==> config.mk <==
export PLATFORM = sky130hd
export DESIGN_NAME = sig_delay_line
export DESIGN_NICKNAME = d
export VERILOG_FILES = /design/src/rtl/sig_delay_line.sv
export SDC_FILE = /design/constraint.sdc
export NUM_CORES = 1
export LEC_CHECK = 0
export ABC_AREA = 0
export CAP_MARGIN = 25
export CORE_MARGIN = 4
export CORE_UTILIZATION = 50
export DETAILED_ROUTE_END_ITERATION = 10
export PLACE_DENSITY = 0.71
export SLEW_MARGIN = 40
export SYNTH_ARGS = -nofsm -noshare
export SYNTH_HDL_FRONTEND = slang
export SYNTH_SLANG_ARGS = --single-unit
export TNS_END_PERCENT = 10
==> constraint.sdc <==
create_clock -name clk -period 3.6 [get_ports clk]
set_input_delay 0.9 -clock clk [delete_from_list [all_inputs] [get_ports clk]]
set_output_delay 0.9 -clock clk [all_outputs]
set_load 0.05 [all_outputs]
==> src/rtl/sig_delay_line.sv <==
// Clocked replacement for a transport delay: delays a WIDTH-bit rail bundle by a
// runtime-selectable whole number of cycles, with fill tracking and range checking.
module sig_delay_line #(
  parameter int               WIDTH     = 1,
  parameter int               MAX_DELAY = 16,
  parameter int               DEF_DELAY = 1,
  parameter logic [WIDTH-1:0] RESET_VAL = '0,
  localparam int              SEL_W     = $clog2(MAX_DELAY + 1)
) (
  input  logic             clk,
  input  logic             rst_n,
  input  logic [WIDTH-1:0] in,
  input  logic             dly_sel_en,
  input  logic [SEL_W-1:0] dly_sel,
  output logic [WIDTH-1:0] out,
  output logic             primed,
  output logic             dly_err
);

  localparam logic [SEL_W-1:0] MAX_SEL = SEL_W'(MAX_DELAY);
  localparam logic [SEL_W-1:0] DEF_SEL = SEL_W'(DEF_DELAY);

  logic [WIDTH-1:0] hist_reg [MAX_DELAY];
  logic [SEL_W-1:0] fill_count_reg;
  logic             dly_err_reg;
  logic             sel_over;
  logic [SEL_W-1:0] eff_delay;
  logic [WIDTH-1:0] tap_val;

  assign sel_over = dly_sel > MAX_SEL;

  // Out-of-range requests clamp to the deepest tap rather than wrapping.
  always_comb begin
    eff_delay = DEF_SEL;
    if (dly_sel_en) begin
      eff_delay = sel_over ? MAX_SEL : dly_sel;
    end
  end

  always_ff @(posedge clk or negedge rst_n) begin
    if (!rst_n) begin
      for (int k = 0; k < MAX_DELAY; k++) begin
        hist_reg[k] <= RESET_VAL;
      end
    end else begin
      hist_reg[0] <= in;
      for (int k = 1; k < MAX_DELAY; k++) begin
        hist_reg[k] <= hist_reg[k-1];
      end
    end
  end

  always_ff @(posedge clk or negedge rst_n) begin
    if (!rst_n) begin
      fill_count_reg <= '0;
      dly_err_reg    <= 1'b0;
    end else begin
      if (fill_count_reg != MAX_SEL) begin
        fill_count_reg <= fill_count_reg + 1'b1;
      end
      dly_err_reg <= dly_sel_en & sel_over;
    end
  end

  // Tap select is combinational so a delay change lands in the same cycle; N=0 bypasses history.
  always_comb begin
    tap_val = in;
    for (int k = 0; k < MAX_DELAY; k++) begin
      if (eff_delay == SEL_W'(k + 1)) begin
        tap_val = hist_reg[k];
      end
    end
  end

  assign out     = tap_val;
  assign primed  = fill_count_reg >= eff_delay;
  assign dly_err = dly_err_reg;

endmodule

==> results of run 1 <==
area by class of cell:
cell class                 count  area [sq um]  area share
multi-input combinational     81           592       0.412
tap                           28          35.0      0.0244
clock buffer                   4          36.3      0.0253
timing repair buffer          22           203       0.141
sequential                    22           551       0.384
inverter                       5          18.8      0.0131
Yosys cell counts, drive strengths merged:
cell	instances	area, sq um
o31ai	1	7.51
a211oi	1	7.51
mux2i	1	10.0
nand2b	8	57.6
a21oi	7	38.8
nand3b	6	45.0
o32ai	1	8.76
xnor2	3	26.3
a221o	1	10.0
and4bb	1	12.5
o41ai	1	27.5
and2b	1	7.51
inv	5	18.8
nor2	6	22.5
o211ai	1	7.51
dfrtp	22	551
o21ai	6	30.0
a31oi	2	12.5
a21o	5	37.5
nand3	5	25.0
buf	5	33.8
nor3	2	10.0
a32oi	1	8.76
nand2	6	22.5
or3b	1	8.76
nor2b	1	6.26
nor4	1	6.26
o22ai	1	6.26
clkbuf	1	3.75
ha	7	87.6
mux2	2	22.5
or4	1	7.51
o2111a	1	11.3
cells by family after synthesis:
| kind of cell | synth area share |
|---|---|
| and+or+nand+nor | 0.193 |
| xor gates and xnor gates | 0.0219 |
| AOI/OAI and AO/OA | 0.179 |
| muxes | 0.0271 |
| adders and majority gates | 0.0731 |
| DFF | 0.459 |
| buffers and inverters | 0.0470 |
power groups by stage:
stage / clock network, W / logic (W) / registers (W)
after floorplan: 0 / 0.0000516 / 0.000268
after global placement: 0 / 0.0000928 / 0.000268
after detailed placement: 0 / 0.0000937 / 0.000268
after CTS: 0.000140 / 0.0000934 / 0.000263
after global routing: 0.000150 / 0.000101 / 0.000265
final: 0.000134 / 0.0000930 / 0.000263
critical path, stage by stage:
cell and delay, ps:
sky130_fd_sc_hd__dlygate4sd2_1 250, sky130_fd_sc_hd__buf_6 140, sky130_fd_sc_hd__nand3b_1 190, sky130_fd_sc_hd__ha_1 300, sky130_fd_sc_hd__a21o_1 160, sky130_fd_sc_hd__a21o_1 150
sky130_fd_sc_hd__a21o_1 170, sky130_fd_sc_hd__a21o_1 180, sky130_fd_sc_hd__buf_6 150
per-stage QoR:
stage	instances	power, W	hold slack [ps]	TNS, ps
CTS	162	0.000496	390	0
detailed placement	158	0.000361	361	-181
global placement	158	0.000361	359	-176
finish	162	0.000490	387	0
global route	162	0.000515	393	0
floorplan	114	0.000319	345	0
worst min path at each step:
stage	from	to	slack [ps]	cells after the start
6_report	hist_reg[15]	hist_reg[14]	390	0
3_5_place_dp	hist_reg[15]	hist_reg[14]	360	0
5_1_grt	hist_reg[15]	hist_reg[14]	390	0
4_1_cts	hist_reg[15]	hist_reg[14]	390	0
3_3_place_gp	hist_reg[15]	hist_reg[14]	360	0
2_1_floorplan	hist_reg[1]	hist_reg[0]	350	0
metal layers:
layer	part of all wire	wire, um
met4	0.0081	19
met1	0.47	1100
met5	0	0
met2	0.45	1060
met3	0.073	173
what timing repair did:
item	CTS	global route
setup endpoints to repair	2	2
hold endpoints to repair	0	0
pin swaps	2	4
setup buffers	0	0
resized for setup	6	2
==> summary.md, run 1 <==
| Metric | Value |
|---|---|
| Floorplan die height | `57.0 um` |
| Pin slew with the least headroom to its limit | `496 ps` |
| Worst reg2reg startpoint | `fill_count_reg[0]` |
| Max Root-Sink Buffers | `2` |
| Data required time of the worst path | `2700 ps` |
| RSZ-0062 raised after global routing | `no` |
| Worst Clk Skew | `4.55 ps` |
| Instance count of the mapped netlist | `114` |
| Source of the critical timing path | `dly_sel[4]` |
| Hold Violations, Final | `0` |
| Power density of the placed cells | `342 nW/um^2` |
| Hold Crit Class | `flop to flop` |
| Slew headroom | `0.668` |
| Ports placed on the boundary | `12` |
| # Max-Cap Violations | `0` |
| Post-Syn Nets | `130` |
| Portion of the clock cycle consumed by the worst path in the final layout | `0.970` |
| Clock share of power | `0.274` |
| Global route hottest layer | `met2` |
| Kind of critical path | `input port to output port` |
| Number of global-route vias before repair | `894` |
| Leading cell types in the layout, fill and taps excluded | `sky130_fd_sc_hd__dfrtp_1 (22), sky130_fd_sc_hd__buf_4 (10), sky130_fd_sc_hd__nand2b_1 (7), sky130_fd_sc_hd__ha_1 (7)` |
| Clock transition at path regs | `120 ps` |
| Fill cell total of the finished layout | `191` |
| Proportion of layout cells with a drive suffix above 1 | `0.172` |
| Summed area of non-filler cells in the final layout | `1440 sq um` |
| Combinational cell fraction of total power | `0.190` |
| Routed vias | `928` |
| Capturing point of the worst reg2reg path | `fill_count_reg[1]` |
| Drt drc | `0` |
| # setup viols final | `0` |
| Final critical-path setup slack | `108 ps` |
| Commonest non-fill, non-tap cell in the layout | `sky130_fd_sc_hd__dfrtp_1` |
| CTS Buf Count | `3` |
| Global routing met1 resource utilization | `0.226` |
| Area enclosed by the die boundary | `3240 sq um` |
| Share of synthesized area occupied by flip-flops and latches | `0.459` |
| Starting density of the core | `0.532` |
| Pin count of the biggest net entering global routing | `23` |
| Insertion delay of the later-clocked pin in the worst-skew pair | `310 ps` |
| Flop2flop setup slack | `2160 ps` |
| Signal arrival time at the worst endpoint | `2590 ps` |
| Area delta synth->final | `19.7%` |
| Placement Cell Area | `1390 sq um` |
| Post-Route WL | `2360 um` |
| Placeable Area | `2250 sq um` |
| Result of the run | `complete, no violations` |
| Number of clock sinks seen by CTS | `22` |
| CP startpoint kind | `input port` |
| Syn avg cell area | `10.5 sq um` |
| Core utilization of the finished layout | `0.637` |
| Final layout net count | `151` |
| RePlAce Congestion | `0.828` |
| Root buffer cell | `sky130_fd_sc_hd__clkbuf_4` |
| Wire length of the first global-routing pass | `4170 um` |
| Number of antenna-violating nets in the routed design | `0` |
| Global Route Usage Sum | `0.161` |
| CTS HTree Levels | `1` |
| Fmax | `0.286 GHz` |
| Row count | `17` |
| Worst reg2reg path depth | `5` |
| Synth warn | `0` |
| Routed vias/inst | `5.73` |
| Maximum fanout encountered on the critical timing path | `10` |
| Number of unique standard cell types used by synthesis | `38` |
| Net Sw Power | `0.000128 W` |
| # hold bufs at CTS | `0` |
| First-pass iteration count of the detailed router | `4` |
| Post-layout min period | `3490 ps` |
| Number of max-slew violations in the final report | `0` |
| Global routing met2 resource utilization | `0.248` |
| Leakage power of the design | `0.659 nW` |
| Met3 Track Usage GR | `0.0520` |
| Number of DRC violations after detailed-routing iteration 0 | `32` |
| Worst Setup End Kind | `output port` |
| Clock tree from TritonCTS | `yes` |
| Port Buffer Count | `11` |
| Global-route congestion overflow total | `0` |
| Flip-flop count of the largest register, all copies and words added | `16` |
| Register bit total from synthesis | `22` |
| DP Wirelength | `1800 um` |
| Initial antenna violation count | `0` |
| Dpl ws | `-131 ps` |
| Combined area of all synthesized cells | `1200 sq um` |
| X dimension of the die | `57.0 um` |
| Worst setup path endpoint | `primed` |
| Max rail drop VDD | `0.222 mV` |
| Fraction of power spent switching nets | `0.262` |
| Internal | `0.000362 W` |
| Routed wirelength normalized by instance count | `14.5 um` |
| Antenna Cells | `0` |
| Sequential power share | `0.536` |
Note: power is estimated with default switching activity, not from simulation.
==> run 2, diff against run 1 <==
--- a/config.mk
+++ b/config.mk
@@ -6,12 +6,10 @@
 export NUM_CORES = 1
 export LEC_CHECK = 0
 export ABC_AREA = 0
-export CAP_MARGIN = 25
 export CORE_MARGIN = 4
 export CORE_UTILIZATION = 50
 export DETAILED_ROUTE_END_ITERATION = 10
 export PLACE_DENSITY = 0.71
-export SLEW_MARGIN = 40
 export SYNTH_ARGS = -nofsm -noshare
 export SYNTH_HDL_FRONTEND = slang
 export SYNTH_SLANG_ARGS = --single-unit
==> run 2 against run 1 <==
Against the previous run: register-to-register slack about the same; global-route usage increased by 0.38 points; critical path depth unchanged; critical path type unchanged.
==> summary.md, run 2 (synthesis gave the netlist of run 1 again) <==
| Metric | Value |
|---|---|
| DP Wirelength | `1800 um (about the same)` |
| Clock tree from TritonCTS | `yes (unchanged)` |
| Max Root-Sink Buffers | `2 (unchanged)` |
| Fmax | `0.284 GHz (was 0.286 GHz)` |
| Routed wirelength normalized by instance count | `14.8 um (was 14.5 um)` |
| Power density of the placed cells | `341 nW/um^2 (was 342 nW/um^2)` |
| Root buffer cell | `sky130_fd_sc_hd__clkbuf_4 (unchanged)` |
| Hold Violations, Final | `0 (unchanged)` |
| Wire length of the first global-routing pass | `4260 um (was 4170 um)` |
| Row count | `17 (unchanged)` |
| RSZ-0062 raised after global routing | `no (unchanged)` |
| Number of clock sinks seen by CTS | `22 (unchanged)` |
| Hold Crit Class | `flop to flop (unchanged)` |
| Area delta synth->final | `20.1% (was 19.7%)` |
| Longest individual stage delay on the worst path | `300 ps (about the same)` |
| Global-route congestion overflow total | `0 (unchanged)` |
| Number of buffer and inverter stages on the critical path | `3 (unchanged)` |
| Clock transition at path regs | `120 ps (about the same)` |
| Number of antenna-violating nets in the routed design | `0 (unchanged)` |
| Final critical-path setup slack | `80.9 ps (was 108 ps)` |
| Critical path's top delay family | `compound AO/OA/AOI/OAI gates (unchanged)` |
| Combinational cell fraction of total power | `0.191 (was 0.190)` |
| Drt drc | `0 (unchanged)` |
| Final layout net count | `151 (unchanged)` |
| Pin count of the biggest net entering global routing | `23 (unchanged)` |
| Starting density of the core | `0.532 (unchanged)` |
| Internal | `0.000362 W (about the same)` |
| Cell occurring most often along the worst timing path | `sky130_fd_sc_hd__a21o_1 (unchanged)` |
| Routed vias | `936 (was 928)` |
| Worst Setup End Kind | `output port (unchanged)` |
| Slew headroom | `0.375 (was 0.668)` |
| Maximum fanout encountered on the critical timing path | `10 (unchanged)` |
| Net Sw Power | `0.000128 W (about the same)` |
| # hold bufs at CTS | `0 (unchanged)` |
| Proportion of layout cells with a drive suffix above 1 | `0.164 (was 0.172)` |
| Data required time of the worst path | `2700 ps (about the same)` |
| Post-Route WL | `2390 um (was 2360 um)` |
| Signal arrival time at the worst endpoint | `2620 ps (was 2590 ps)` |
| Portion of the clock cycle consumed by the worst path in the final layout | `0.978 (was 0.970)` |
| Clock share of power | `0.273 (was 0.274)` |
| # Max-Cap Violations | `0 (unchanged)` |
| Worst reg2reg path depth | `5 (unchanged)` |
| Initial antenna violation count | `0 (unchanged)` |
| Floorplan die height | `57.0 um (unchanged)` |
| Sequential power share | `0.536 (about the same)` |
| X dimension of the die | `57.0 um (unchanged)` |
| Port Buffer Count | `11 (unchanged)` |
| Post-layout min period | `3520 ps (was 3490 ps)` |
| Flip-flop count of the largest register, all copies and words added | `16 (unchanged)` |
| CP startpoint kind | `input port (unchanged)` |
| Result of the run | `complete, no violations (unchanged)` |
| First-pass iteration count of the detailed router | `4 (unchanged)` |
| CTS Buf Count | `3 (unchanged)` |
| Pin slew with the least headroom to its limit | `935 ps (was 496 ps)` |
| Worst Clk Skew | `3.80 ps (was 4.55 ps)` |
| Kind of critical path | `input port to output port (unchanged)` |
| Post-layout total power | `0.000491 W (was 0.000490 W)` |
| Area enclosed by the die boundary | `3240 sq um (unchanged)` |
| Global Route Usage Sum | `0.165 (was 0.161)` |
| Cell count after placement | `158 (unchanged)` |
| Worst hold slack | `387 ps (about the same)` |
| Ports placed on the boundary | `12 (unchanged)` |
| Placeable Area | `2250 sq um (unchanged)` |
| Insertion delay of the later-clocked pin in the worst-skew pair | `310 ps (about the same)` |
| Critical Path, Cell by Cell | `dlygate4sd2_1 -> buf_6 -> nand3b_1 -> ha_1 -> a21o_1 -> a21o_1 -> a21o_1 -> a21o_1 -> buf_6 (unchanged)` |
| Number of DRC violations after detailed-routing iteration 0 | `26 (was 32)` |
| Sum of negative setup slack | `0 ps (unchanged)` |
| Max rail drop VDD | `0.266 mV (was 0.222 mV)` |
| CTS HTree Levels | `1 (unchanged)` |
| Fill cell total of the finished layout | `192 (was 191)` |
| Number of buffers inserted to repair setup after CTS | `0 (unchanged)` |
| Routed vias/inst | `5.78 (was 5.73)` |
| Leakage power of the design | `0.659 nW (about the same)` |
| RePlAce Congestion | `0.828 (unchanged)` |
| Number of global-route vias before repair | `909 (was 894)` |
| Number of cells on the worst hold path | `0 (unchanged)` |
| Leading cell types in the layout, fill and taps excluded | `sky130_fd_sc_hd__dfrtp_1 (22), sky130_fd_sc_hd__buf_4 (10), sky130_fd_sc_hd__nand2b_1 (7), sky130_fd_sc_hd__ha_1 (7) (unchanged)` |
| Antenna Cells | `0 (unchanged)` |
| Logic depth of the worst setup path including buffers | `9 (unchanged)` |
| Fraction of power spent switching nets | `0.262 (about the same)` |
| # setup viols final | `0 (unchanged)` |
| Commonest non-fill, non-tap cell in the layout | `sky130_fd_sc_hd__dfrtp_1 (unchanged)` |
| Worst path slowest cell | `sky130_fd_sc_hd__ha_1 (unchanged)` |
| Number of max-slew violations in the final report | `0 (unchanged)` |
| Dpl ws | `-133 ps (was -131 ps)` |
| Final cell count without fillers | `162 (unchanged)` |
run 2: changes by cell type in the layout (fill, tap and decap cells not counted):
cell                              previous run  this run
sky130_fd_sc_hd__buf_2                       1         0
sky130_fd_sc_hd__clkdlybuf4s50_1             2         3
run 2: power by group through the flow:
stage | Sequential, W | Combinational (W) | Clock, W
after global placement | 0.000268 | 0.0000928 | 0
final | 0.000263 | 0.0000936 | 0.000134
after detailed placement | 0.000268 | 0.0000943 | 0
after CTS | 0.000263 | 0.0000943 | 0.000140
after global routing | 0.000265 | 0.000102 | 0.000152
after floorplan | 0.000268 | 0.0000516 | 0
run 2: cell type report:
| cell class | count | area [sq um] | area share |
|---|---|---|---|
| Inverter | 5 | 18.8 | 0.0130 |
| Multi-Input combinational cell | 81 | 592 | 0.411 |
| Sequential cell | 22 | 551 | 0.382 |
| Tap cell | 28 | 35.0 | 0.0243 |
| Timing Repair Buffer | 22 | 208 | 0.144 |
| Clock buffer | 4 | 36.3 | 0.0252 |
run 2: worst reg2reg max path, stage by stage, from the launching register on:
cell,delay [ps]
sky130_fd_sc_hd__dfrtp_1,440
sky130_fd_sc_hd__inv_1,100
sky130_fd_sc_hd__ha_1,150
sky130_fd_sc_hd__nand3b_1,110
sky130_fd_sc_hd__nor2_1,180
sky130_fd_sc_hd__mux2_2,350
run 2: what timing repair did:
item | 4_1_cts | 5_1_grt
setup endpoints to repair | 2 | 1
hold endpoints to repair | 0 | 0
cloned | 0 | 0
resized for setup | 6 | 2
pin swaps | 1 | 2
run 2: through the flow:
step,instance area [sq um],utilization
3_5_place_dp,1400,0.619
5_1_grt,1440,0.639
2_1_floorplan,1200,-
4_1_cts,1440,0.637
6_report,1440,0.639
3_3_place_gp,1400,0.619
run 2: path summary, 6_finish.rpt:
path                       slack, ps                 to         startpoint
max                               80             primed         dly_sel[4]
min in group asynchronous       1100            dly_err              rst_n
min reg2reg                      390       hist_reg[14]       hist_reg[15]
max in group asynchronous       1930  fill_count_reg[3]              rst_n
max reg2reg                     2170  fill_count_reg[1]  fill_count_reg[0]
min                              390       hist_reg[14]       hist_reg[15]
run 2: metal layers:
| metal | vias up | global-route usage | routed length, um |
|---|---|---|---|
| met5 | - | 0 | 0 |
| met4 | 0 | 0.0199 | 18 |
| met3 | 2 | 0.0588 | 170 |
| met2 | 32 | 0.268 | 1130 |
| met1 | 451 | 0.221 | 1070 |
| li1 | 451 | - | - |
